`config.mk`:
```
export PLATFORM = sky130hd
export DESIGN_NAME = pulse_stretcher_flat
export DESIGN_NICKNAME = d
export VERILOG_FILES = /design/src/rtl/pulse_stretcher_if.sv /design/src/rtl/pulse_stretcher.sv /design/src/flat_wrapper.sv
export SDC_FILE = /design/constraint.sdc
export NUM_CORES = 1
export LEC_CHECK = 0
export CAP_MARGIN = 20
export CORE_ASPECT_RATIO = 0.8
export CORE_UTILIZATION = 25
export CTS_CLUSTER_SIZE = 10
export DETAILED_ROUTE_END_ITERATION = 10
export PLACE_DENSITY = 0.44
export SETUP_SLACK_MARGIN = 0.02
export SYNTH_ARGS = -nofsm -noshare
export SYNTH_HDL_FRONTEND = slang
export SYNTH_SLANG_ARGS = --single-unit
```
`constraint.sdc`:
```
create_clock -name clock -period 2.6 [get_ports clock]
set_input_delay 0.39 -clock clock [delete_from_list [all_inputs] [get_ports clock]]
set_output_delay 0.39 -clock clock [all_outputs]
set_load 0.01 [all_outputs]
```
`src/rtl/pulse_stretcher_if.sv`:
```
// ============================================================================
// Module   : pulse_stretcher_if
// Brief    : Strobe input and stretched-pulse status bundle for pulse_stretcher.
// Revision : 1.0
// ============================================================================
`default_nettype none

interface pulse_stretcher_if #(
  parameter int PEND_W = 3
);
  logic              pulse_in;
  logic              level_out;
  logic              busy;
  logic [PEND_W-1:0] pending;
  logic              overflow;

  modport master (
    output pulse_in,
    input  level_out,
    input  busy,
    input  pending,
    input  overflow
  );

  modport slave (
    input  pulse_in,
    output level_out,
    output busy,
    output pending,
    output overflow
  );
endinterface

`default_nettype wire

```
`src/rtl/pulse_stretcher.sv`:
```
// ============================================================================
// Module   : pulse_stretcher
// Brief    : Turns one-cycle strobes into fixed-width pulses separated by a
//            guaranteed low gap, queueing strobes that arrive mid-pulse.
//            Optional: PULSE_STRETCHER_RETRIGGER_EN extends the current pulse
//            on strobes seen during the high phase instead of queueing them.
// Revision : 1.0
// ============================================================================
`default_nettype none

module pulse_stretcher #(
  parameter int HIGH_CYCLES = 4,
  parameter int GAP_CYCLES  = 2,
  parameter int PEND_W      = 3
) (
  input  wire logic         clock,
  input  wire logic         reset,
  pulse_stretcher_if.slave  bus
);

  localparam int c_MAX_PHASE = (HIGH_CYCLES > GAP_CYCLES) ? HIGH_CYCLES : GAP_CYCLES;
  localparam int c_CNT_W     = $clog2(c_MAX_PHASE + 1);

  localparam logic [c_CNT_W-1:0] c_HIGH_LOAD = c_CNT_W'(HIGH_CYCLES - 1);
  localparam logic [c_CNT_W-1:0] c_GAP_LOAD  = c_CNT_W'(GAP_CYCLES - 1);
  localparam logic [PEND_W-1:0]  c_PEND_MAX  = {PEND_W{1'b1}};

  typedef enum logic [1:0] {
    ST_IDLE = 2'd0,
    ST_HIGH = 2'd1,
    ST_GAP  = 2'd2
  } state_t;

  state_t              r_state;
  logic [c_CNT_W-1:0]  r_cnt;
  logic [PEND_W-1:0]   r_pending;
  logic                r_level;
  logic                r_overflow;

  logic w_inc;
  logic w_retrig;
  logic w_gap_end;
  logic w_consume;
  logic w_full;

`ifdef PULSE_STRETCHER_RETRIGGER_EN
  assign w_retrig = bus.pulse_in && (r_state == ST_HIGH);
  assign w_inc    = bus.pulse_in && (r_state == ST_GAP);
`else
  assign w_retrig = 1'b0;
  assign w_inc    = bus.pulse_in && (r_state != ST_IDLE);
`endif

  // A strobe on the final gap cycle is queued and consumed on the same edge,
  // so the next pulse starts without passing through IDLE.
  assign w_gap_end = (r_state == ST_GAP) && (r_cnt == '0);
  assign w_consume = w_gap_end && ((r_pending != '0) || w_inc);
  assign w_full    = (r_pending == c_PEND_MAX);

  always_ff @(posedge clock or posedge reset) begin
    if (reset) begin
      r_state    <= ST_IDLE;
      r_cnt      <= '0;
      r_pending  <= '0;
      r_level    <= 1'b0;
      r_overflow <= 1'b0;
    end else begin
      r_overflow <= 1'b0;
      if (w_inc && !w_consume) begin
        if (w_full) begin
          r_overflow <= 1'b1;
        end else begin
          r_pending <= r_pending + 1'b1;
        end
      end else if (!w_inc && w_consume) begin
        r_pending <= r_pending - 1'b1;
      end

      case (r_state)
        ST_IDLE: begin
          if (bus.pulse_in) begin
            r_state <= ST_HIGH;
            r_cnt   <= c_HIGH_LOAD;
            r_level <= 1'b1;
          end
        end
        ST_HIGH: begin
          if (w_retrig) begin
            r_cnt <= c_HIGH_LOAD;
          end else if (r_cnt != '0) begin
            r_cnt <= r_cnt - 1'b1;
          end else begin
            r_state <= ST_GAP;
            r_cnt   <= c_GAP_LOAD;
            r_level <= 1'b0;
          end
        end
        ST_GAP: begin
          if (r_cnt != '0) begin
            r_cnt <= r_cnt - 1'b1;
          end else if (w_consume) begin
            r_state <= ST_HIGH;
            r_cnt   <= c_HIGH_LOAD;
            r_level <= 1'b1;
          end else begin
            r_state <= ST_IDLE;
          end
        end
        default: begin
          r_state <= ST_IDLE;
          r_cnt   <= '0;
          r_level <= 1'b0;
        end
      endcase
    end
  end

  assign bus.level_out = r_level;
  assign bus.busy      = (r_state != ST_IDLE);
  assign bus.pending   = r_pending;
  assign bus.overflow  = r_overflow;

endmodule

`default_nettype wire

```
`src/flat_wrapper.sv`:
```
// flat-port wrapper written by rule: the top's interface ports become plain ports
module pulse_stretcher_flat 
#(
  parameter int HIGH_CYCLES = 4,
  parameter int GAP_CYCLES  = 2,
  parameter int PEND_W      = 3
)
  (clock, reset, bus_pulse_in, bus_level_out, bus_busy, bus_pending, bus_overflow);
  pulse_stretcher_if #(.PEND_W(PEND_W)) bus_i ();
  input  wire logic clock;
  input  wire logic reset;
  input wire logic [$bits(bus_i.pulse_in)-1:0] bus_pulse_in;
  output wire logic [$bits(bus_i.level_out)-1:0] bus_level_out;
  output wire logic [$bits(bus_i.busy)-1:0] bus_busy;
  output wire logic [$bits(bus_i.pending)-1:0] bus_pending;
  output wire logic [$bits(bus_i.overflow)-1:0] bus_overflow;
  assign bus_i.pulse_in = bus_pulse_in;
  assign bus_level_out = bus_i.level_out;
  assign bus_busy = bus_i.busy;
  assign bus_pending = bus_i.pending;
  assign bus_overflow = bus_i.overflow;
  pulse_stretcher #(.HIGH_CYCLES(HIGH_CYCLES), .GAP_CYCLES(GAP_CYCLES), .PEND_W(PEND_W)) u_core (.clock(clock), .reset(reset), .bus(bus_i));
endmodule
```
; ---- After elaboration in Yosys (flattened, before gate mapping)
; Cells that the tools add are included.
[totals]
mem_bits_rw = 0
word_cells = 55
rom_bits = 0
latchBits = 0
output_inout_bits = 6
mem_count = 0
ff_bits = 10
inputBits = 3
[classes]
muxes = 20
n_eq_ne = 9
reduce_logical = 18
div = 0
n_shift = 0
n_bitwise = 0
multipliers = 0
n_lt_le_gt_ge = 0
n_addsub = 3
[ops]
columns = op, n
row1 = 2-to-1 mux 3 bit, 7
row2 = case mux 3 bit (3 select lines), 1
row3 = != test 2 bit (second input constant), 4
row4 = 2-to-1 mux 1 bit, 7
row5 = 2-to-1 mux 2 bit, 3
row6 = case mux 2 bit (3 select lines), 1
row7 = nonzero test 3 bit, 2
row8 = subtractor 3 x 1 -> 3 bit (second input constant), 2
row9 = logical AND 1 bit, 5
row10 = AND reduction 2 bit, 2
row11 = AND reduction 4 bit, 1
row12 = nonzero test 2 bit, 2
row13 = adder 3 x 1 -> 3 bit (second input constant), 1
row14 = == test 3 bit (second input constant), 1
row15 = zero test 3 bit, 1
row16 = != test 3 x 2 -> 1 bit (second input constant), 1
row17 = case mux 1 bit (3 select lines), 1
row18 = AND reduction 3 bit, 1
row19 = == test 2 x 1 -> 1 bit (second input constant), 1
row20 = == test 2 bit (second input constant), 1
row21 = zero test 1 bit, 2
row22 = zero test 2 bit, 1
row23 = != test 2 x 1 -> 1 bit (second input constant), 1
row24 = logical OR 1 bit, 1

; ---- Logic depth before layout (Yosys ltp)
[depth]
ltp_word = 8
ltp_mapped = 7
depth_no_buf = 6

; ---- Worst setup path after synthesis
; OpenSTA, ideal clock, no wires.
[synth_timing]
kind = reg2reg
startpoint = register u_core.r_cnt[2]
endpoint = register u_core.r_pending[2], in the netlist u_core.bus.pending[2]
t_required_ns = 2.474
path_stages_with_launch = 7
setup_ns = 0.126
arrival_time_ns = 1.748
path_buffers = 0
path_slack_ns = 0.725
period_less_slack_ns = 1.875
path_cell_list = dfrtp_1 -> nor4_1 -> nor2_1 -> fa_1 -> nor3_1 -> o22ai_1 -> xnor2_1
[synth_via]
elab_chain_cells = 7
elab_cells_between_ends = 10
[synth_rtl]
columns = element, line
row1 = from (decl), pulse_stretcher.sv:35  ; logic [c_CNT_W-1:0] r_cnt;
row2 = from (signal assigned), pulse_stretcher.sv:83  ; r_cnt <= c_HIGH_LOAD;
row3 = from (signal assigned), pulse_stretcher.sv:89  ; r_cnt <= c_HIGH_LOAD;
row4 = from (signal assigned), pulse_stretcher.sv:91  ; r_cnt <= r_cnt - 1'b1;
row5 = zero test 3 bit (*), pulse_stretcher.sv:56  ; assign w_gap_end = (r_state == ST_GAP) && (r_cnt == '0);
row6 = logical AND 1 bit (*), pulse_stretcher.sv:56
row7 = logical AND 1 bit (*), pulse_stretcher.sv:57  ; assign w_consume = w_gap_end && ((r_pending != '0) || w_inc);
row8 = zero test 1 bit, pulse_stretcher.sv:69  ; if (w_inc && !w_consume) begin
row9 = logical AND 1 bit, pulse_stretcher.sv:69
row10 = != test 2 bit (no source line) or nonzero test 2 bit (tied branches), --
row11 = AND reduction 2 bit (no source line), --
row12 = to (signal assigned), pulse_stretcher.sv:73  ; r_pending <= r_pending + 1'b1;
row13 = to (signal assigned), pulse_stretcher.sv:76  ; r_pending <= r_pending - 1'b1;
row14 = to (decl), pulse_stretcher.sv:36  ; logic [PEND_W-1:0] r_pending;
; Every way passes the cells marked *; elsewhere a longest branch is shown, timed or not.
; A chain may end at the register's enable or synchronous reset.

; ---- Final worst setup path
; Ends and elaborated chain as after synthesis.

==> impl_metrics.yaml <==
worst_hold_path:
  hold_path_class: "primary input to async pin"
run_status:
  status: "finished with violations"
  violations: "DRC"
job:
  maxCapViolations: 0
pwr:
  powerDensity_nw_per_um2: 1240
  power_mw: 0.945
  power_leakage_nw: 0.307
  vdd_drop_max_uv: 339
grt:
  grt_max_degree: 13
  track_usage: 0.135
  grt_pass1_wl_mm: 2.55
  grt_pass1_vias: 553
  grt_overflow: 0
  antenna_found_initial: 0
timing:
  slew_viol_final: 0
  tightest_slew_ps: 692
  hold_violations: 0
  relSlewSlack: 0.535
  tns_ps: 0
  setup_violations: 0
  fin_skew_ps: 0.969
  fin_crit_ps: 2100
  timing.fmax_mhz: 475
  rsz0062_at_grt: "false"
  fin_crit_sh: 0.809
die:
  start_util: 0.274
  die_y_um: 46.5
  fp.dieW_um: 57.6
  rows: 15
  fp.coreArea_sq_um: 2250
  io_pins: 9
  dieArea_sq_um: 2680
clock_network:
  clk_path_buf_depth: 2
  cts_tree: "done"
  clk_latency_ps: 270
  clk_pin_slew_ps: 70
  cts_buffers: 3
  cts_root_buf: "clkbuf_4"
  cts_resized: 0
  post_cts_buffers: 0
  hold_buffers: 0
  h-tree-depth: 1
  cts.sinks: 10
finish:
  finalNetCount: 82
  post_route_cells_drive_above_1_share: 0.117
  area_delta_synth_final_pct: 22.9
  design_area_sq_um: 759
  n_antenna_cell: 0
worst_setup_path:
  slowest_delay_ps: 600
  critPathLaunchType: "register"
  crit_required_ps: 2760
  cp_slowest_cell: "nor4_1"
  crit_path_end_kind: "register"
  critPathKind: "register to register"
  cp_cell_sequence: "nor4_1 -> nor2_1 -> fa_1 -> nor3_1 -> o22ai_1 -> xnor2_1"
  path_max_fanout: 7
  cp.arrival_ps: 2260
logic_synthesis:
  synth-edff-count: 0
  syn-num-nets: 70
  synthArstFlopShare: 1.00
  yosys_warnings: 0
  ys_types: 30
  syn_area_sq_um: 618
  syn-mean-instance-area_sq_um: 9.37
  synthCells: 66
  synth_ff_type: "dfrtp_1"
  ys_ff_latch: 10
  yosysSeqAreaShare: 0.405
drt:
  drc: 1
  via_per_inst: 5.26
  wirelength_mm: 1.37
  vias: 537
  wl_per_cell_um: 13.5
  firstDrtPassIters: 8
  drt_iter0_markers: 9
  ant_nets: 0
placed_design:
  portBuffers: 8
  postPlaceCellArea_sq_um: 723
  place_hpwl_um: 983
  place.gp.congestion: 0.771
[metrics by stage]
step / std cells / worst slack (ps) / hold slack [ps] / utilization
2_1_floorplan: 66 / 725 / 230 / -
3_3_place_gp: 98 / 506 / 536 / 0.321
3_5_place_dp: 98 / 462 / 522 / 0.321
4_1_cts: 102 / 477 / 422 / 0.337
5_1_grt: 102 / 319 / 442 / 0.337
6_report: 102 / 496 / 408 / 0.337
[Yosys cell counts (all sizes together) (2+ instances only)]
master  number  share of area
dfrtp       10           0.40
nor2         6          0.040
a21oi        5          0.040
inv          5          0.030
o22ai        5          0.051
nor3         4          0.032
buf          3          0.034
nand2        3          0.018
o21ai        3          0.024
a31oi        2          0.020
nand3        2          0.016
o21a         2          0.024
xnor2        2          0.028
[cell families (layout without fill, tap and decap cells)]
family | Yosys count | count (layout) | synth area share
adder cells (fa/ha/maj) | 2 | 2 | 0.0486
AND/OR/NAND/NOR | 21 | 21 | 0.178
flip-flops | 10 | 10 | 0.405
XOR/XNOR | 2 | 2 | 0.0283
buffers and inverters | 8 | 19 | 0.0648
multiplexers | 1 | 1 | 0.0162
AO/OA/AOI/OAI | 22 | 22 | 0.259
[worst max-delay path, delay by kind of cell, from the launching register on]
kind            cells  cell delay (ps)
flops               1              450
xor+xnor            1              130
simple gates        3              900
fa+ha+maj           1              410
compound gates      1              100
[registers in the layout, summed over array words and instances, names as in the netlist]
signal,flops
u_core.bus.pending,3
u_core.r_state,2
u_core.bus.level_out,1
u_core.r_cnt,3
u_core.bus.overflow,1
[final cells by class]
class	instances	area (sq um)
fill	243	1490
multi-input combinational	48	328
sequential	10	250
timing repair buffer	10	95.1
clock buffer	4	36.3
tap	25	31.3
inverter	5	18.8
[power breakdown]
part	internal, mW	switching (mW)	leakage (nW)
Sequential	0.219	0.0863	0.121
Combinational	0.241	0.254	0.164
Clock	0.0851	0.0593	0.0210
[routing by layer]
metal,track usage,share of wire
met1,0.181,0.54
met2,0.195,0.40
met3,0.0590,0.050
met4,0.0439,0.0095
met5,0,0
[cell usage in the layout, fill, tap and decap left out, drive strengths merged]
cell	n
nor2	6
maj3	1
nand3b	1
buf	2
o31a	1
o211a	1
o22ai	5
a31oi	2
mux2i	1
or3	1
nor4	1
o21a	2
a22oi	1
nand2b	1
clkdlybuf4s50	8
o21ai	3
nor2b	1
dfrtp	10
fa	1
nand3	2
nor3	4
nand2	3
inv	5
a21oi	5
a2111oi	1
o31ai	1
clkbuf	4
or2	1
xnor2	2
[worst paths after layout]
check	startpoint	end	slack (ps)	cells after the start
min reg2reg	u_core.bus.pending[2]	u_core.bus.pending[2]	530	1
min	reset	u_core.bus.pending[1]	410	2
min in group clock	u_core.bus.pending[2]	u_core.bus.pending[2]	530	1
max in group asynchronous	reset	u_core.bus.level_out	1910	2
max reg2reg	u_core.r_cnt[2]	u_core.bus.pending[2]	500	6
max	u_core.r_cnt[2]	u_core.bus.pending[2]	500	6
Note: power is estimated with default switching activity, not from simulation.
==> patch 1, RTL diff (same flow settings) <==
`PEND_W` is set to 3 in 3 places; all go to 5.
--- a/src/rtl/pulse_stretcher_if.sv
+++ b/src/rtl/pulse_stretcher_if.sv
@@ -6,7 +6,7 @@
 `default_nettype none
 
 interface pulse_stretcher_if #(
-  parameter int PEND_W = 3
+  parameter int PEND_W = 5
 );
   logic              pulse_in;
   logic              level_out;
--- a/src/rtl/pulse_stretcher.sv
+++ b/src/rtl/pulse_stretcher.sv
@@ -11,7 +11,7 @@
 module pulse_stretcher #(
   parameter int HIGH_CYCLES = 4,
   parameter int GAP_CYCLES  = 2,
-  parameter int PEND_W      = 3
+  parameter int PEND_W      = 5
 ) (
   input  wire logic         clock,
   input  wire logic         reset,
--- a/src/flat_wrapper.sv
+++ b/src/flat_wrapper.sv
@@ -3,7 +3,7 @@
 #(
   parameter int HIGH_CYCLES = 4,
   parameter int GAP_CYCLES  = 2,
-  parameter int PEND_W      = 3
+  parameter int PEND_W      = 5
 )
   (clock, reset, bus_pulse_in, bus_level_out, bus_busy, bus_pending, bus_overflow);
   pulse_stretcher_if #(.PEND_W(PEND_W)) bus_i ();
Interface: changed (resized bus_pending); port bits go from 9 to 11. The function was not compared with the original's and may differ.
==> patch 1 against the original RTL <==
Clock skew rose by 0.0025 ns. Sequential cell count up 2. Synthesized area rose by 23%. Wire length increased by 23%. Fmax shrank 7.2%. Combinational power up 39%. Worst setup slack got worse by 0.16 ns. Non-clock buffer count increased by 5. Design area rose by 29%. Total power grew 36%. Critical path type unchanged. Largest power group unchanged. Highest routed layer unchanged.
==> patch 1: results (changes against the original RTL) <==
• finished clean — result of the run, was finished with violations
• 0.1791 — met2 track demand over resource in global routing, was 0.1953
• 0.33 ns — flop-to-flop setup slack, was 0.50 ns
• 716 um — Met2 Routed Length, was 548 um
• 2.44 ns — data arrival time of the worst path, was 2.26 ns
• clkbuf_8 — CTS Root Cell, was clkbuf_4
• 0.3941 — area share of the largest cell type after synthesis, was 0.4049
• 0.3941 — part of the Yosys area used for sequential elements, was 0.4049
• 890 um — routed metal-1 wire length, was 740 um
• 4.696 — via/cell ratio, was 5.265
• 88 — nets in the synthesized netlist, was 70
• 0.7186 — gp weighted congestion, was 0.7713
• u_core.r_cnt[0] — Reg-to-Reg Start, was u_core.r_cnt[2]
• 36 — number of distinct standard cells referenced by the synthesized netlist, was 30
• u_core.r_cnt[0] — launch point of the worst path, was u_core.r_cnt[2]
• 928.4 sq um — total placed instance area, was 723.2 sq um
• 0.003457 ns — worst clock skew on the final layout, was 0.0009688 ns
• 2 — drt first-iter violations, was 9
• 0.1649 — fraction of final layout cells with drive strength greater than 1, was 0.1169
• 293 — filler instances, was 243
• dfrtp_1, xor2_1, o21ai_0, nand2_1, ha_1 — main area contributors after synthesis, was dfrtp_1, o22ai_1, a2111oi_4, a21oi_1, fa_1
• 0.6674 — Slew Limit Headroom, was 0.5352
• 0.24 ns — latest clock arrival within the worst-skew pair, was 0.27 ns
• 0.46 ns — Worst path max stage delay, was 0.60 ns
• 626 — via count of the first global-routing pass, was 553
• compound AO/OA/AOI/OAI gates — crit-path leading delay family, was simple AND/OR/NAND/NOR gates
[patch 1: cell types whose count changed after synthesis, sizes merged, moves of 3 or more]
cell | before | now
a211oi | 0 | 3
clkbuf | 0 | 5
nand2 | 3 | 10
inv | 5 | 2
buf | 3 | 0
o21ai | 3 | 9
o22ai | 5 | 0
xor2 | 0 | 5
[patch 1: how the worst min path moves through the flow]
stage / end / slack, ns
after floorplan: u_core.bus.level_out / 0.25
after global placement: u_core.bus.level_out / 0.47
after detailed placement: u_core.bus.level_out / 0.47
after CTS: u_core.bus.level_out / 0.49
after global routing: u_core.bus.pending[2] / 0.53
final: u_core.bus.pending[4] / 0.47
[patch 1: kinds of logic (layout without fill, tap and decap cells)]
group / count (synthesis) / count (layout) / share of synthesized area
simple gates: 28 / 28 / 0.1905
compound gates: 25 / 25 / 0.2348
flops: 12 / 12 / 0.3941
xor+xnor: 7 / 7 / 0.08046
mux: 2 / 2 / 0.03284
fa+ha+maj: 2 / 2 / 0.03284
buf+inv: 7 / 21 / 0.03449
[patch 1: area by class of cell]
class	count	share of cell area
multi-input cells	64	0.4427
flip-flops and latches	12	0.3053
repair buffers	15	0.1399
clock buffers	4	0.05598
well taps	38	0.04835
inverters	2	0.007634
[patch 1: metrics by stage]
step / hold slack (ns) / instances
floorplan: 0.2547 / 83
global placement: 0.4683 / 131
detailed placement: 0.4718 / 131
CTS: 0.4854 / 135
global route: 0.5312 / 135
finish: 0.4737 / 135
[patch 1: power breakdown]
| group | switching (mW) | total [mW] | internal, mW |
|---|---|---|---|
| Combinational | 0.320 | 0.689 | 0.369 |
| Sequential | 0.122 | 0.392 | 0.270 |
| Clock | 0.0738 | 0.208 | 0.134 |
==> patch 2, RTL diff (config.mk and constraints unchanged) <==
Without the edit above. Reset style: synchronous (`reset`), changed in one clocked block.
--- a/src/rtl/pulse_stretcher.sv
+++ b/src/rtl/pulse_stretcher.sv
@@ -57,7 +57,7 @@
   assign w_consume = w_gap_end && ((r_pending != '0) || w_inc);
   assign w_full    = (r_pending == c_PEND_MAX);
 
-  always_ff @(posedge clock or posedge reset) begin
+  always_ff @(posedge clock) begin
     if (reset) begin
       r_state    <= ST_IDLE;
       r_cnt      <= '0;
Behaviour: differs if reset is asserted again (counterexample within 4 cycles, from zero or initial values and one cycle with reset high); with reset held inactive, the same outputs for 10 cycles.
==> patch 2 against the original RTL <==
Critical endpoint is now u_core.bus.pending[2]. Highest routed layer unchanged. Clock skew up 0.00087 ns. Wire length fell by 11%. Worst setup slack better by 0.13 ns. Synthesized area is 4.5% lower. Design area is 4.6% lower. Sequential cell count stayed put.
Power is not compared: it rests on default switching activity, and its combinational part moved more than twofold at a synthesized area within 25%.
==> patch 2: results (changes against the original RTL) <==
• finished clean — result of the run, was finished with violations
• 0 — async set-reset flop share out of synthesis, was 1.000
• 0.3390 — part of the Yosys area used for sequential elements, was 0.4049
• 81 — Post-layout nets, was 82
• 501 — routed vias, was 537
• 2.14 ns — data arrival time of the worst path, was 2.26 ns
• dfxtp_1 — most used flip-flop cell after synthesis, was dfrtp_1
• 4 — first-pass iteration count of the detailed router, was 8
• 0.1106 — GRT Total Usage, was 0.1354
• 14 — largest net degree at the start of global routing, was 13
• 0.0003675 V — maximum ir drop on the vdd rail
• 35 — number of distinct standard cells referenced by the synthesized netlist, was 30
• reg2reg — Hold/Removal Path Class, was in2async
• 97 — cell count after placement, was 98
• 0 — antenna violations before repair, unchanged
• 0.1627 — met1 track demand over resource in global routing, was 0.1812
• 0.001842 ns — worst clock skew on the final layout, was 0.0009688 ns
• 0 — number of warnings issued by yosys, unchanged
• 0 — post-CTS setup-driven buffer insertion count, unchanged
• 0.1381 — met2 track demand over resource in global routing, was 0.1953
• 7 — drt first-iter violations, was 9
• 0.2727 nW — total leakage power
• 67 — cell count after synthesis, was 66
• 439 — via count of the first global-routing pass, was 553
• 4.960 — via/cell ratio, was 5.265
• 0.6761 — gp weighted congestion, was 0.7713
• 0.4002 ns — pin slew with the least headroom to its limit, was 0.6919 ns
• 0.1579 — fraction of final layout cells with drive strength greater than 1, was 0.1169
• 3 — CTS Buf Count, unchanged
• dfxtp_1, nor2_1, xor2_1, o211ai_4, a21oi_1 — main area contributors after synthesis, was dfrtp_1, o22ai_1, a2111oi_4, a21oi_1, fa_1
• clkbuf_4 — CTS Root Cell, unchanged
• 6 — largest fanout of any net on the critical path, was 7
• 0.07 ns — clock slew seen by the registers of the worst setup and hold paths, about the same
• 222 — filler instances, was 243
• 2.111 mm — wire length of the first global-routing pass, was 2.546 mm
• 0.27 ns — latest clock arrival within the worst-skew pair, about the same
• 1 — CTS H-tree depth, unchanged
• 71 — nets in the synthesized netlist, was 70
• 2 — maximum clock path buffer count, unchanged
• 12.10 um — Wirelength per Cell, was 13.45 um
• dfxtp_1, nor2_1, a21oi_1 — list of most frequent post-synthesis cells, was dfrtp_1, a21oi_1, inv_1, nor2_1, o22ai_1
• 849.5 um — post-detailed-placement half-perimeter wirelength, was 982.7 um
• 7 — number of cells traversed by the worst register-to-register path, was 6
• 0.06250 — fraction of met3 tracks used by global routing, was 0.05899
• 0.1830 mW — switching power
• 0 — post-cts sizing count, unchanged
• 8 — number of input and output port buffers inserted, unchanged
[patch 2: cell count changes in the layout (fill, tap and decap cells not counted), moves of 2 or more]
cell / before / now
dfrtp_1: 10 / 0
inv_1: 5 / 1
nand2_1: 3 / 1
dfxtp_1: 0 / 10
a31oi_1: 2 / 0
o22ai_1: 5 / 0
xor2_1: 0 / 3
a211oi_1: 0 / 2
o211ai_1: 0 / 2
a21boi_0: 0 / 2
nor2_1: 5 / 8
[patch 2: metal layers]
| metal | vias up | share of wire | wire, um |
|---|---|---|---|
| li1 | 265 | - | - |
| met1 | 219 | 0.57 | 694 |
| met2 | 15 | 0.36 | 446 |
| met3 | 2 | 0.057 | 70 |
| met4 | 0 | 0.0082 | 10 |
| met5 | - | 0 | 0 |
[patch 2: logic make-up after synthesis]
family | share of synthesized area
muxes | 0.04237
and+or+nand+nor | 0.1992
DFF | 0.3390
AOI/OAI and AO/OA | 0.2839
adders and majority gates | 0.02118
buffers and inverters | 0.05507
xor gates and xnor gates | 0.05933
[patch 2: power groups by stage]
stage	registers (mW)	clock network (mW)	logic, mW
finish	0.200	0.145	0.194
global route	0.203	0.159	0.219
detailed placement	0.203	0	0.193
global placement	0.203	0	0.194
floorplan	0.201	0	0.146
CTS	0.200	0.150	0.195
[patch 2: final timing paths]
check	start	end	slack, ns
setup / recovery	u_core.r_cnt[1]	u_core.bus.pending[2]	0.63
hold / removal	u_core.bus.level_out	u_core.bus.level_out	0.55
setup reg to reg	u_core.r_cnt[1]	u_core.bus.pending[2]	0.63
hold reg to reg	u_core.bus.level_out	u_core.bus.level_out	0.55
[patch 2: through the flow]
step	instance area, sq um	worst slack [ns]	hold WS, ns	power [mW]	utilization
after floorplan	590.6	0.7144	0.4981	0.3472	-
after global placement	688.2	0.4051	0.5324	0.3977	0.3134
after detailed placement	688.2	0.4093	0.5346	0.3967	0.3134
after CTS	724.4	0.6331	0.5517	0.5447	0.3299
after global routing	724.4	0.5314	0.5838	0.5811	0.3299
final	724.4	0.6270	0.5510	0.5390	0.3299
[patch 2: cell type report]
type	count	area [sq um]	share of cell area
inverter	1	3.754	0.005181
tap	25	31.28	0.04318
sequential	10	200.2	0.2763
multi-input combinational	51	357.8	0.4940
clock buffer	4	36.28	0.05009
timing repair buffer	10	95.09	0.1313
[patch 2: worst max-delay path: stages (launching register included)]
cell and delay (ns):
dfxtp_1 0.36, or3_4 0.43, o211ai_4 0.22, xor2_1 0.17, ha_1 0.18, nor2_1 0.04
mux2_4 0.27, a31o_1 0.20
